### src/rtl/instr_prefetch_buffer.sv
// instr_prefetch_buffer
//
// Instruction prefetcher sitting between a core fetch stage and an in-order,
// pipelined memory port. Fetches sequential words ahead of the core into a
// small FIFO and flushes and redirects on a branch.
//
// Parameters
//   DEPTH      FIFO entries; also the cap on buffered + in-flight fetches (2..8)
//   BOOT_ADDR  first fetch address after reset
//
// Ports
//   clk_i, rst_ni                      clock, asynchronous active-low reset
//   req_i                              core allows new fetches
//   branch_i, branch_addr_i            flush buffer and redirect fetch
//   valid_o, ready_i                   head-of-FIFO handshake to the core
//   rdata_o, addr_o, err_o             head word, its address, its bus error
//   instr_req_o, instr_addr_o,
//   instr_gnt_i                        memory request/grant
//   instr_rvalid_i, instr_rdata_i,
//   instr_err_i                        memory response (in order, one per grant)
//
// Build option
//   IPF_ERR_TRAP_EN  when defined, bus errors are stored per entry, err_o shows
//                    the head's error, and fetching halts once an error entry is
//                    buffered until the next branch. When undefined, err_o is 0
//                    and instr_err_i is ignored.

module instr_prefetch_buffer #(
  parameter int unsigned DEPTH     = 4,
  parameter logic [31:0] BOOT_ADDR = 32'h0000_0080
) (
  input  logic        clk_i,
  input  logic        rst_ni,
  input  logic        req_i,
  input  logic        branch_i,
  input  logic [31:0] branch_addr_i,
  output logic        valid_o,
  input  logic        ready_i,
  output logic [31:0] rdata_o,
  output logic [31:0] addr_o,
  output logic        err_o,
  output logic        instr_req_o,
  output logic [31:0] instr_addr_o,
  input  logic        instr_gnt_i,
  input  logic        instr_rvalid_i,
  input  logic [31:0] instr_rdata_i,
  input  logic        instr_err_i
);

  localparam int unsigned PtrW = (DEPTH > 1) ? $clog2(DEPTH) : 1;
  localparam int unsigned CntW = $clog2(DEPTH + 1);
  localparam logic [CntW-1:0] CntOne = CntW'(1);

  typedef enum logic {StIdle, StWaitGnt} state_e;

  state_e            r_state;
  logic [31:0]       r_faddr;     // next address to request
  logic              r_bpend;     // branch seen while a request awaits grant
  logic [31:0]       r_baddr;     // target to load once that request is granted
  logic [31:0]       r_raddr;     // address belonging to the next kept response
  logic [CntW-1:0]   r_outst;     // granted, response not yet returned
  logic [CntW-1:0]   r_discard;   // responses still to be dropped
  logic [CntW-1:0]   r_count;
  logic [PtrW-1:0]   r_wptr;
  logic [PtrW-1:0]   r_rptr;
  logic [31:0]       r_fifo_data [DEPTH];
  logic [31:0]       r_fifo_addr [DEPTH];

  logic              w_gnt;
  logic              w_drop;
  logic              w_push;
  logic              w_pop;
  logic              w_valid;
  logic              w_stop_n;
  logic              w_start;
  logic [31:0]       w_tgt;
  logic [CntW-1:0]   w_outst_n;
  logic [CntW-1:0]   w_discard_n;
  logic [CntW-1:0]   w_count_n;
  logic              w_unused;

  function automatic logic [PtrW-1:0] ptr_inc(input logic [PtrW-1:0] p);
    return (p == PtrW'(DEPTH - 1)) ? '0 : p + PtrW'(1);
  endfunction

  assign w_tgt   = {branch_addr_i[31:2], 2'b00};
  assign w_gnt   = (r_state == StWaitGnt) & instr_gnt_i;
  assign w_drop  = (r_discard != '0);
  assign w_valid = (r_count != '0);
  // A branch wins over any push or pop in the same cycle.
  assign w_push  = instr_rvalid_i & ~w_drop & ~branch_i;
  assign w_pop   = w_valid & ready_i & ~branch_i;

`ifdef IPF_ERR_TRAP_EN
  logic             r_stop;
  logic [DEPTH-1:0] r_fifo_err;

  assign w_stop_n = branch_i ? 1'b0 : (r_stop | (w_push & instr_err_i));
  assign err_o    = w_valid & r_fifo_err[r_rptr];
  assign w_unused = ^branch_addr_i[1:0];

  always_ff @(posedge clk_i or negedge rst_ni) begin
    if (!rst_ni) begin
      r_stop <= 1'b0;
    end else begin
      r_stop <= w_stop_n;
    end
  end

  always_ff @(posedge clk_i) begin
    if (w_push) begin
      r_fifo_err[r_wptr] <= instr_err_i;
    end
  end
`else
  assign w_stop_n = 1'b0;
  assign err_o    = 1'b0;
  assign w_unused = ^{branch_addr_i[1:0], instr_err_i};
`endif

  always_comb begin
    w_outst_n = r_outst;
    if (w_gnt) begin
      w_outst_n = w_outst_n + CntOne;
    end
    if (instr_rvalid_i) begin
      w_outst_n = w_outst_n - CntOne;
    end

    w_discard_n = r_discard;
    if (instr_rvalid_i && w_drop) begin
      w_discard_n = w_discard_n - CntOne;
    end
    // The request that was pending at branch time is now in flight; drop it too.
    if (w_gnt && r_bpend) begin
      w_discard_n = w_discard_n + CntOne;
    end
    if (branch_i) begin
      w_discard_n = w_outst_n;
    end

    w_count_n = r_count;
    if (branch_i) begin
      w_count_n = '0;
    end else begin
      if (w_push) begin
        w_count_n = w_count_n + CntOne;
      end
      if (w_pop) begin
        w_count_n = w_count_n - CntOne;
      end
    end
  end

  // Credit is judged on next-cycle occupancy so a slot freed this cycle is reused
  // immediately, while buffered + in-flight never exceeds DEPTH.
  assign w_start = req_i & ~w_stop_n & ((32'(w_count_n) + 32'(w_outst_n)) < DEPTH);

  always_ff @(posedge clk_i or negedge rst_ni) begin
    if (!rst_ni) begin
      r_state   <= StIdle;
      r_faddr   <= BOOT_ADDR;
      r_bpend   <= 1'b0;
      r_baddr   <= BOOT_ADDR;
      r_raddr   <= BOOT_ADDR;
      r_outst   <= '0;
      r_discard <= '0;
      r_count   <= '0;
      r_wptr    <= '0;
      r_rptr    <= '0;
    end else begin
      r_outst   <= w_outst_n;
      r_discard <= w_discard_n;
      r_count   <= w_count_n;

      if (branch_i) begin
        r_wptr  <= '0;
        r_rptr  <= '0;
        r_raddr <= w_tgt;
      end else begin
        if (w_push) begin
          r_wptr  <= ptr_inc(r_wptr);
          r_raddr <= r_raddr + 32'd4;
        end
        if (w_pop) begin
          r_rptr <= ptr_inc(r_rptr);
        end
      end

      // An ungranted request keeps its address; a redirect lands after the grant.
      if (w_gnt) begin
        r_bpend <= 1'b0;
        if (branch_i) begin
          r_faddr <= w_tgt;
        end else if (r_bpend) begin
          r_faddr <= r_baddr;
        end else begin
          r_faddr <= r_faddr + 32'd4;
        end
      end else if (branch_i) begin
        if (r_state == StWaitGnt) begin
          r_bpend <= 1'b1;
          r_baddr <= w_tgt;
        end else begin
          r_faddr <= w_tgt;
        end
      end

      unique case (r_state)
        StIdle: begin
          if (w_start) begin
            r_state <= StWaitGnt;
          end
        end
        StWaitGnt: begin
          if (w_gnt && !w_start) begin
            r_state <= StIdle;
          end
        end
        default: r_state <= StIdle;
      endcase
    end
  end

  always_ff @(posedge clk_i) begin
    if (w_push) begin
      r_fifo_data[r_wptr] <= instr_rdata_i;
      r_fifo_addr[r_wptr] <= r_raddr;
    end
  end

  assign instr_req_o  = (r_state == StWaitGnt);
  assign instr_addr_o = r_faddr;
  assign valid_o      = w_valid;
  assign rdata_o      = w_valid ? r_fifo_data[r_rptr] : '0;
  assign addr_o       = w_valid ? r_fifo_addr[r_rptr] : '0;

endmodule

### config.mk
export PLATFORM = sky130hd
export DESIGN_NAME = instr_prefetch_buffer
export DESIGN_NICKNAME = d
export VERILOG_FILES = /design/src/rtl/instr_prefetch_buffer.sv
export SDC_FILE = /design/constraint.sdc
export NUM_CORES = 1
export LEC_CHECK = 0
export ABC_AREA = 1
export CORE_MARGIN = 2
export CORE_UTILIZATION = 35
export DETAILED_ROUTE_END_ITERATION = 10
export GPL_TIMING_DRIVEN = 0
export PLACE_DENSITY = 0.51
export SETUP_SLACK_MARGIN = 0.2
export SYNTH_ARGS = -nofsm -noshare
export SYNTH_HDL_FRONTEND = slang
export SYNTH_SLANG_ARGS = --single-unit
### constraint.sdc
create_clock -name clk_i -period 9.4 [get_ports clk_i]
set_input_delay 1.88 -clock clk_i [delete_from_list [all_inputs] [get_ports clk_i]]
set_output_delay 1.88 -clock clk_i [all_outputs]
set_load 0.01 [all_outputs]
---- Yosys cells after proc, flatten, opt, wreduce, memory -nomap -nowiden ----
Memories as Yosys holds them, arrays and structs flattened.
Index checks and enable logic that the tools add are counted.
storage, ports and cells
  memories ................................ 2
  output and inout port bits .............. 99
  memory bits (writable) .................. 256
  bits in registers ....................... 109
  word-level logic and storage cells ...... 82
operators by class
  reduce and logical (&&, ||, !) cells .... 13
  bitwise logic cells ..................... 10
  mux-type cells .......................... 32
  order comparisons ....................... 1
  equality and inequality tests ........... 3
  $add $sub $neg .......................... 11
memory list
  memory       depth  bits a word  rd ports  clocked after memory_dff  wr ports  RTL line  RTL
  r_fifo_addr  4      32           1         0                         1         67        logic [31:0] r_fifo_addr [DEPTH];
  r_fifo_data  4      32           1         0                         1         66        logic [31:0] r_fifo_data [DEPTH];
operators by type and width
  kind                                                number
  two-way mux 32 bit                                  9
  adder 32 x 3 -> 32 bit, second input constant       2
  two-way mux 3 bit                                   9
  two-way mux 2 bit                                   6
  adder 3 x 1 -> 3 bit, second input constant         3
  subtractor 3 x 1 -> 3 bit, second input constant    3
  nonzero test 2 bit                                  4
  two-way mux 1 bit                                   7
  bitwise AND 1 bit                                   6
  nonzero test 3 bit                                  2
  adder 2 x 1 -> 2 bit, second input constant         2
  adder 3 x 3 -> 4 bit                                1
  == test 2 bit, second input constant                2
  < comparator 4 x 3 -> 1 bit, second input constant  1
  inverter 1 bit                                      4
  AND reduction 2 bit                                 2
  logical AND 1 bit                                   3
  AND reduction 3 bit                                 1
  != test 2 x 1 -> 1 bit, second input constant       1
  one-hot mux 1 bit (2 select lines)                  1
  zero test 1 bit                                     1

---- Logic depth before layout (Yosys ltp) ----
  depth after elaboration ................. 16
  mapped depth ............................ 15
  mapped depth without buffers ............ 15

---- Worst setup path before layout ----
OpenSTA, ideal clock, no wires.
  kind .................................... input port to flip-flop
  start point ............................. input instr_rvalid_i
  end point ............................... memory r_fifo_addr[0][10] (enable)
  stages .................................. 6
  arrival ................................. 5.137 ns
  data required time ...................... 8.918 ns
  setup slack ............................. 3.781 ns
  buffers on the path ..................... 2
  cells stage by stage .................... buf_2 > nand3_4 > nor2_4 > inv_1 > buf_2 > nor2_1
between the ends
  longest elaborated chain between the ends .. 4
RTL lines
  what                                     RTL line  RTL
  start, declared                          45        input logic instr_rvalid_i,
  bitwise AND 1 bit (2 in a row)           91        assign w_push = instr_rvalid_i & ~w_drop & ~branch_i;
  two-way mux 1 bit                        226       if (w_push) begin
  two-way mux 1 bit (implied by the code)  228       r_fifo_addr[r_wptr] <= r_raddr;
  end, declared                            67
Every way passes these cells.

---- Worst setup path in the final report ----
  start point ............................. register r_rptr[0]
  end point ............................... output addr_o[21]
between the ends
  longest elaborated chain between the ends .. 2
RTL lines
  what                      RTL line  RTL
  start, declared           65        logic [PtrW-1:0] r_rptr;
  start signal, assigned    186       r_rptr <= ptr_inc(r_rptr);
  memory read (4 x 32 bit)  --
  two-way mux 32 bit        236       assign addr_o = w_valid ? r_fifo_addr[r_rptr] : '0;
  end, declared             40        output logic [31:0] addr_o,
Every way passes these cells.

==> run summary <==
Top cell type's share of synthesized area: 45.1%
Cts hold-fix bufs: 0
Async set-reset flop share out of synthesis: 29.7%
Post-synth top cells: nor2_1, nand2_1, edfxtp_1
Unrepaired setup endpoints after global routing: no
Sequential share of the synthesized area: 61.1%
Via count: 12600
Critical Path RT: 7.52 ns
Setup TNS: 0 ns
Worst hold path class: flop to flop
CTS tree: built
Minimum clock period: 4.99 ns
R2r worst-path depth: 13
Worst slack, placed: 4.88 ns
Mapped Cells: 1692
Die area: 48900 um^2
Final Non-Filler Cells: 2545
Row cnt: 79
Synth Flop Type: edfxtp_1
Most instantiated library cell after synthesis: nor2_1
#FFs+latches synth: 353
Status: finished clean
Hold depth: 2
Syn_area_per_cell: 9.75 um^2
Final clock skew: 0.0112 ns
Crit-path most repeated cell: buf_2
Area contributors post-synth: edfxtp_1, dfrtp_1, nor2_1
Area leader, netlist: edfxtp_1
Wire per inst: 18.5 um
Largest net degree at the start of global routing: 87
Post-cts resize count: 0
CP max-delay cell: clkdlybuf4s50_1
Clk slew on worst S/H paths: 0.06 ns
Max-slew headroom: 34.8%
Crit-path cells: buf_2 -> inv_2 -> buf_2 -> clkbuf_1 -> o21ai_0 -> a21oi_1 -> clkdlybuf4s50_1
Period utilization: 53.1%
Starting Density: 35.4%
GPL Wtd Cong: 0.910
Type of the worst setup path: flop to primary output
Placed insts: 2473
Total Wirelength: 47100 um
Placeable Area: 46600 um^2
DRT Pass-1 Iters: 7
Gr ovfl total: 0
# IOs: 171
Post-CTS setup buffers: 0
Static Leak: 7.63 nW
Cell area after synthesis: 16500 um^2
Area growth, synth to finish: 23.1%
Hold Vio Cnt, Final: 0
VDD IR max: 0.139 mV
CTS Buffer Depth: 3
Worst-Margin Slew: 0.971 ns
1st-iter DRT viols: 771
Finish-stage setup viols: 0
GR Util All Layers: 19.1%
Final ANT Viol Nets: 0
IO Port Bufs: 160
Die height: 221 um
Slew Limit Fails: 0
Number of global-route vias before repair: 12400
CTS Sinks: 353
Worst skew pair latency: 0.56 ns
Diode count: 0
# DRC: 0
H-tree lvl count: 2
Power Density: 277 nW/um^2
Ratio of cells with drive above 1 in the final layout: 9.91%
Fmax: 0.200 GHz
CTS Root Cell: clkbuf_16
Antenna violations before repair: 0
Global-route wire length before repair: 72600 um
Worst setup EP type: primary output
Arrival @ worst endpoint: 3.11 ns
Total CTS buffers: 40
CP Max Fanout: 10
Die W: 221 um
Final WS setup: 4.41 ns
Synth cell types: 52
Ys Warns: 0
Slowest stage delay, CP: 0.60 ns
CP startpoint kind: flop
Maxcap violations: 0
Dpl hpwl: 33100 um
Final nets: 1997
Post-synth EDFFs: 248
Vias per cell: 4.94
==> path summary, 6_finish.rpt <==
check	startpoint	end	slack, ns
worst min-delay path	r_baddr[2]$_DFFE_PN0P_	r_baddr[2]$_DFFE_PN0P_	0.49
max in group asynchronous	rst_ni	r_baddr[7]$_DFFE_PN1P_	7.49
worst min register to register	r_baddr[2]$_DFFE_PN0P_	r_baddr[2]$_DFFE_PN0P_	0.49
min in group asynchronous	rst_ni	instr_addr_o[29]$_DFFE_PN0P_	1.16
worst max-delay path	r_rptr[0]$_DFFE_PN0P_	addr_o[21]	4.41
worst max register to register	r_count[0]$_DFF_PN0_	instr_req_o$_DFF_PN0_	6.49
==> final cells by class <==
cell class | instances | area, um^2
well taps | 607 | 759
clock inverters | 27 | 135
clock buffers | 45 | 1020
inverters | 93 | 354
flip-flops and latches | 353 | 10100
plain buffers | 83 | 409
multi-input cells | 1167 | 5700
repair buffers | 170 | 1850
fillers | 4513 | 26300
==> report_power, final <==
group	switching [W]	internal (W)	leakage, nW
clock	0.000628	0.000778	0.563
sequential	0.000228	0.00188	3.50
combinational	0.00122	0.000884	3.57
==> worst max-delay path: cells and delay by family (launching register included) <==
family                 cells  cell delay, ns
buffers and inverters      5            1.69
flip-flops                 1            0.37
AO/OA/AOI/OAI              2            0.48
==> layout by cell type, fill, tap and decap left out, drive strengths merged, types with 5 or more instances in the layout <==
| master | instances |
|---|---|
| o221ai | 6 |
| xor2 | 16 |
| nand4 | 8 |
| nand2 | 270 |
| a21oi | 114 |
| nor3 | 8 |
| nor2 | 424 |
| buf | 54 |
| nand3 | 65 |
| inv | 92 |
| mux2 | 21 |
| o21ai | 171 |
| a31oi | 8 |
| edfxtp | 248 |
| xnor2 | 10 |
| clkinv | 26 |
| conb | 5 |
| clkdlybuf4s50 | 159 |
| dfrtp | 102 |
| ha | 17 |
| clkbuf | 85 |
==> state kept, by name (all words and copies together) (netlist names) <==
register / count
r_fifo_data: 128
r_fifo_addr: 120
instr_addr_o: 30
r_baddr: 30
r_raddr: 30
r_count: 3
r_discard: 3
r_outst: 3
r_rptr: 2
r_wptr: 2
instr_req_o: 1
r_bpend: 1
==> routing by layer <==
metal  up-vias  wire [um]  GRT usage (%)  part of all wire, %
met5         -          0              0                    0
met4         0       1040           5.09                  2.2
met3        63       2000           3.08                  4.2
met2       315      22700           32.3                   48
met1      6051      21300           25.5                   45
li1       6134          -              -                    -
==> per-stage QoR <==
step           cell area, um^2  total power, W  utilization, %  hold WS [ns]
2_1_floorplan            16500         0.00326               -         0.453
3_3_place_gp             18900         0.00424            40.5         0.473
3_5_place_dp             19100         0.00427            41.1         0.481
4_1_cts                  20300         0.00570            43.6         0.494
5_1_grt                  20300         0.00598            43.6         0.510
6_report                 20300         0.00563            43.6         0.493
==> kinds of logic (layout without fill, tap and decap cells) <==
family,Yosys count,after routing,share of synthesized area (%)
buf+inv,176,418,4.63
simple gates,784,784,19.9
compound gates,312,312,10.0
mux,23,23,1.58
xor+xnor,26,26,1.43
fa+ha+maj,17,17,1.29
other cells,1,5,0.0227
flops,353,353,61.1
Power figures use the tool's default switching activity.
